--- src/rtl/activation_unit.sv ---
// activation_unit: per-sample activation (pass / ReLU / clamp / leaky) with a
// vector index counter and a 2-entry output FIFO.
// Optional feature macro: ACTIVATION_STATS_EN adds clip_count / stats_clear.
module activation_unit #(
  parameter int DATA_WIDTH    = 32,
  parameter int WEIGHT_AMOUNT = 4,
  parameter int CLAMP_MAX     = 6,
  parameter int LEAK_SHIFT    = 3
) (
  input  logic                  clk,
  input  logic                  rst,
  input  logic [DATA_WIDTH-1:0] in_value,
  input  logic                  in_valid,
  output logic                  in_ready,
  input  logic [1:0]            mode,
  output logic [DATA_WIDTH-1:0] out_value,
  output logic [DATA_WIDTH-1:0] out_index,
  output logic                  out_last,
  output logic                  out_valid,
  input  logic                  out_ready
`ifdef ACTIVATION_STATS_EN
  ,
  output logic [DATA_WIDTH-1:0] clip_count,
  input  logic                  stats_clear
`endif
);

  localparam logic signed [DATA_WIDTH-1:0] CLAMP_V  = DATA_WIDTH'(CLAMP_MAX);
  localparam logic        [DATA_WIDTH-1:0] LAST_IDX = DATA_WIDTH'(WEIGHT_AMOUNT - 1);

  logic [1:0]                   count;
  logic                         rd_ptr;
  logic                         wr_ptr;
  logic [DATA_WIDTH-1:0]        mem_value [2];
  logic [DATA_WIDTH-1:0]        mem_index [2];
  logic                         mem_last  [2];
  logic [DATA_WIDTH-1:0]        idx_q;
  logic [1:0]                   mode_q;
  logic [1:0]                   mode_eff;
  logic signed [DATA_WIDTH-1:0] s_in;
  logic signed [DATA_WIDTH-1:0] act;
  logic                         push;
  logic                         pop;
  logic                         is_last;

  assign s_in      = in_value;
  assign in_ready  = (count < 2'd2);
  assign out_valid = (count != 2'd0);
  assign push      = in_valid && in_ready;
  assign pop       = out_valid && out_ready;
  assign is_last   = (idx_q == LAST_IDX);
  // An index-0 sample uses the live mode; the rest of the vector uses the latched one.
  assign mode_eff  = (idx_q == '0) ? mode : mode_q;

  assign out_value = mem_value[rd_ptr];
  assign out_index = mem_index[rd_ptr];
  assign out_last  = mem_last[rd_ptr];

  // Activation function selected by the effective mode.
  always_comb begin
    act = s_in;
    case (mode_eff)
      2'd1: if (s_in < 0) act = '0;
      2'd2: begin
        if (s_in < 0)            act = '0;
        else if (s_in > CLAMP_V) act = CLAMP_V;
      end
      2'd3: if (s_in < 0) act = s_in >>> LEAK_SHIFT;
      default: act = s_in;
    endcase
  end

  // Index counter and per-vector mode latch advance only on acceptance.
  always_ff @(posedge clk) begin
    if (rst) begin
      idx_q  <= '0;
      mode_q <= 2'd1;
    end else if (push) begin
      idx_q <= is_last ? '0 : idx_q + 1'b1;
      if (idx_q == '0) mode_q <= mode;
    end
  end

  // Two-entry FIFO: pointers, occupancy and storage.
  always_ff @(posedge clk) begin
    if (rst) begin
      count  <= 2'd0;
      rd_ptr <= 1'b0;
      wr_ptr <= 1'b0;
      for (int i = 0; i < 2; i++) begin
        mem_value[i] <= '0;
        mem_index[i] <= '0;
        mem_last[i]  <= 1'b0;
      end
    end else begin
      if (push) begin
        mem_value[wr_ptr] <= act;
        mem_index[wr_ptr] <= idx_q;
        mem_last[wr_ptr]  <= is_last;
        wr_ptr            <= ~wr_ptr;
      end
      if (pop) rd_ptr <= ~rd_ptr;
      case ({push, pop})
        2'b10:   count <= count + 2'd1;
        2'b01:   count <= count - 2'd1;
        default: count <= count;
      endcase
    end
  end

`ifdef ACTIVATION_STATS_EN
  // Saturating count of accepted samples altered by the activation.
  always_ff @(posedge clk) begin
    if (rst || stats_clear)                         clip_count <= '0;
    else if (push && (act != s_in) && (clip_count != '1)) clip_count <= clip_count + 1'b1;
  end
`endif

endmodule

--- config.mk ---
export PLATFORM = sky130hd
export DESIGN_NAME = activation_unit
export DESIGN_NICKNAME = d
export VERILOG_FILES = /design/src/rtl/activation_unit.sv
export SDC_FILE = /design/constraint.sdc
export NUM_CORES = 1
export LEC_CHECK = 0
export BUFFER_PORTS_ARGS = -buffer_cell sky130_fd_sc_hd__buf_2
export CAP_MARGIN = 40
export CORE_MARGIN = 4
export CORE_UTILIZATION = 47
export DETAILED_ROUTE_END_ITERATION = 8
export PLACE_DENSITY = 0.67
export SLEW_MARGIN = 30
export SYNTH_ARGS = -nofsm -noshare
export SYNTH_HDL_FRONTEND = slang
export SYNTH_SLANG_ARGS = --single-unit
export TNS_END_PERCENT = 50
--- constraint.sdc ---
create_clock -name clk -period 4 [get_ports clk]
set_clock_uncertainty 0.2 [all_clocks]
set_input_delay 0.4 -clock clk [delete_from_list [all_inputs] [get_ports clk]]
set_output_delay 0.4 -clock clk [all_outputs]
set_load 0.1 [all_outputs]
# [Word-level counts from Yosys, hierarchy flattened]
# Memories as Yosys holds them, arrays and structs flattened. A register that Yosys moved wholly into a read port is not among the register bits.
# Cells that the tools add are included.
[totals] ff_bits=38 ramBits=130 output_inout_bits=67 n_memories=3
[mem_list] memory="mem_index" words=2 width=32 rd=1 rd_clocked_by_memory_dff=1 wr=2 line="35" rtl="logic [DATA_WIDTH-1:0] mem_index [2];"
[mem_list] memory="mem_value" words=2 width=32 rd=1 rd_clocked_by_memory_dff=1 wr=2 line="34" rtl="logic [DATA_WIDTH-1:0] mem_value [2];"
[mem_list] memory="mem_last" words=2 width=1 rd=1 rd_clocked_by_memory_dff=1 wr=2 line="36" rtl="logic mem_last [2];"
[classes] add_sub_neg=3 magnitude_cmp=3 n_eq_ne=6 muxes=28 bitwise_logic=2 reduce_logical=8
[ops] op="32-bit 2-to-1 mux" count=6
[ops] op="32-bit one-hot mux with 3 select lines" count=1
[ops] op="32-bit OR reduction" count=2
[ops] op="32-bit by 1-bit adder with 32-bit output, second input constant" count=1
[ops] op="32-bit by 2-bit equality test with 1-bit output, second input constant" count=1
[ops] op="32-bit by 4-bit greater-than comparator with 1-bit output, second input constant" count=1
[ops] op="32-bit logical NOT" count=1
[ops] op="32-bit by 1-bit < comparator with 1-bit output, second input constant" count=1
[ops] op="31-bit 2-to-1 mux" count=1
[ops] op="1-bit 2-to-1 mux" count=18
[ops] op="2-bit equality test, second input constant" count=3
[ops] op="2-bit by 1-bit equality test with 1-bit output, second input constant" count=2
[ops] op="2-bit one-hot mux with 2 select lines" count=1
[ops] op="2-bit nonzero test" count=2
[ops] op="2-bit by 1-bit adder with 2-bit output, second input constant" count=1
[ops] op="1-bit logical AND" count=2
[ops] op="2-bit < comparator, second input constant" count=1
[ops] op="2-bit 2-to-1 mux" count=1
[ops] op="1-bit NOT" count=2
[ops] op="2-bit by 1-bit subtractor with 2-bit output, second input constant" count=1
[ops] op="1-bit OR reduction" count=1

# [Depth between registers and ports, before layout]
[depth] word_depth=7 ltp_mapped=9

# [Worst setup path after synthesis]
# OpenSTA, ideal clock, no wires.
[synth_timing] path_kind="input port to flip-flop" start="input in_valid" end="memory mem_index[0][0] (enable)" setup_ns=0.501 arrival_ns=3.659 required_time_ns=3.299 path_slack_ns=-0.360 stages=3 path_cell_list="nor2b_2 -> inv_2 -> o21bai_1"
[synth_rtl] element="start: declaration" line="13" rtl="input logic in_valid,"
[synth_rtl] element="end: declaration" line="35"

==> impl_metrics.csv <==
group,metric,value,unit
worst_setup_path,path_max_fanout,15,
yosys,synth_cell_types,54,
clocking,postCtsSetupRepairBufs,0,
worst_setup_path,slowest_stage,"nor4_1",
finish,fin_nets,809,
clocking,cts_tree,"yes",
finish,drive_above_1_share,0.324,
clocking,clkSlewWorstSetupHoldPaths,0.06,ns
worst_setup_path,startpoint_type,"register",
finish,diodes,0,
floorplan,rows,47,
drt,drc,0,
flow_run,drv_cap,0,
place,gp_congestion,0.859,
floorplan,die_h,138,um
worst_setup_path,end_kind,"register",
yosys,syn-num-nets,711,
sta,fin_tns_setup,0,ns
sta,hold_viol,0,
drt,num_vias,5546,
yosys,ys_seq_elements,169,
worst_setup_path,worst-setup-path-type,"register to register",
worst_setup_path,critPathMaxStageDelay,0.58,ns
clocking,cts_sinks,169,
place,placed_cells,968,
worst_setup_path,worstPathRequired,3.95,ns
clocking,cts_buffer_depth,2,
power_and_ir_drop,peakVddDrop,506,uV
global_route,grt_max_degree,45,
global_route,grt_util_met2,0.303,
global_route,grt_use_met3,0.0480,
floorplan,dieArea,0.0191,sq mm
yosys,synth_edf_count,130,
worst_setup_path,path_cells,"nor4_1, nand4_1, o21ai_1, a31oi_4, buf_4, nor3_2, nor3_1",
clocking,cts_buffers,17,
global_route,track_usage,0.186,
clocking,root_buffer,"clkbuf_16",
yosys,ys_seq_area_frac,0.589,
sta,period_share,0.799,
yosys,syn-instance-count,670,
global_route,use_met1,0.249,
yosys,synth_top_area_share,0.490,
power_and_ir_drop,p_leak,3.56,nW
floorplan,die_width,138,um
sta,rsz0062_at_grt,"false",
clocking,htreeDepth,4,
floorplan,ios,105,
yosys,synth_common_cells,"edfxtp_1, nor2_1, mux2_2",
finish,syn2layout_area_growth,17.8,%
status,status,"finished, final reports clean",
drt,avgViaCountPerCell,5.55,
clocking,clk_latency,0.42,ns
power_and_ir_drop,p_per_area,731,mW/mm^2
sta,finalSetupViolations,0,
yosys,yosysMostFrequentCell,"edfxtp_1",
floorplan,core,0.0166,sq mm
yosys,synth_warnings,0,
drt,post_drt_wl_per_cell,17.8,um
yosys,synth_top_area_cell,"edfxtp_1",
global_route,grt_busiest_layer,"met2",
sta,layout_min_cycle_time,3.19,ns
yosys,async_reset_ff_frac,0,
place,portBuffers,104,
yosys,synth_area_leaders,"edfxtp_1, dfxtp_1, mux2_2, and2_1, a21oi_1",
drt,ant_nets,0,
finish,finalNonFillerCells,1000,
drt,postRouteWirelength,17800,um
sta,slew_viol_final,0,
min_path,min_path_type,"input pin to register",
floorplan,initial_utilization,0.480,
clocking,cts_hold_buf,0,
sta,tightestPinTransition,0.769,ns
global_route,grt-ovfl-total,0,
drt,first_pass_iters,5,
place,hpwl,11900,um
yosys,avgSynthCellArea,11.9,sq um
yosys,synth-main-ff-cell,"edfxtp_1",
global_route,antenna_found_initial,1,
worst_setup_path,worstPathArrival,3.15,ns
sta,max_slew_margin,0.486,
yosys,synth_area,0.00796,sq mm
clocking,cts.repair.resized,0,
power_and_ir_drop,p_total,6.86,mW
sta,clock.fmax,0.313,GHz
global_route,grt_pass1_vias,5525,
sta,fin_hold_ws,0.102,ns
drt,dr.first_iter.drc_count,422,
global_route,grt_first_pass_wirelength,28700,um
==> flip-flops by register name, indices dropped and copies added, names as in the netlist, named ones only <==
name	flops
mem_value	64
count	2
mem_index	64
rd_ptr	1
wr_ptr	1
mode_q	2
idx_q	32
mem_last	2
==> placed cells by master, fill, tap and decap left out, types with 15 or more instances in the layout <==
cell type	netlist	final
a21oi_1	56	56
and2_1	57	57
buf_2	7	104
clkbuf_16	0	17
dfxtp_1	39	38
edfxtp_1	130	130
mux2_2	65	65
nand2_1	45	45
nor2_1	69	69
o21ai_2	20	20
xnor2_1	15	15
xor2_1	20	20
==> cell families (layout without fill, tap and decap cells) <==
group,count (synthesis),in the layout,share of synthesized area
and+or+nand+nor,246,246,0.165
adders and majority gates,3,3,0.00472
muxes,65,65,0.0920
AOI/OAI and AO/OA,105,105,0.0844
xor gates and xnor gates,35,35,0.0385
DFF,169,169,0.589
buffers and inverters,47,157,0.0272
==> where the power goes <==
group | switching [mW] | leakage (nW) | internal (mW)
Sequential | 0.114 | 1.70 | 2.13
Clock | 0.687 | 0.289 | 1.05
Combinational | 2.31 | 1.58 | 0.570
Total | 3.11 | 3.56 | 3.75
==> layer usage <==
metal  up-vias  part of all wire
met4         0             0.014
li1       2624                 -
met2       177              0.48
met1      2720              0.44
met5         -                 0
met3        25             0.063
==> path summary, 6_finish.rpt <==
| check | slack, ns | cells after the start | start | end |
|---|---|---|---|---|
| setup / recovery | 0.81 | 7 | idx_q[5]$_SDFFE_PP0P_ | mem_value[1][29]$_SDFFCE_PN0P_ |
| hold / removal | 0.10 | 2 | mode[0] | mode_q[0]$_SDFFE_PP1P_ |
| setup reg to reg | 0.81 | 7 | idx_q[5]$_SDFFE_PP0P_ | mem_value[1][29]$_SDFFCE_PN0P_ |
| hold reg to reg | 0.30 | 2 | idx_q[1]$_SDFFE_PP0P_ | idx_q[1]$_SDFFE_PP0P_ |
==> cell type report <==
class	instances	area [sq um]
fill	1417	7210
multi-input combinational	454	3080
tap	220	275
inverter	8	30.0
timing repair buffer	118	683
clock buffer	17	425
sequential	169	4690
clock inverter	14	195
==> worst max-delay path: cells and delay by family, from the launching register on <==
kind / cells / cell delay (ns)
buffers and inverters: 1 / 0.31
AOI/OAI and AO/OA: 2 / 0.71
and+or+nand+nor: 4 / 1.33
DFF: 1 / 0.36
==> per-stage QoR <==
stage	cell area (sq um)	utilization	setup WS, ns
6_report	9380	0.565	0.806
2_1_floorplan	7960	-	0.653
3_3_place_gp	8730	0.526	0.946
4_1_cts	9350	0.564	0.836
3_5_place_dp	8730	0.526	0.846
5_1_grt	9380	0.565	0.571
(Power assumes the default switching activity.)
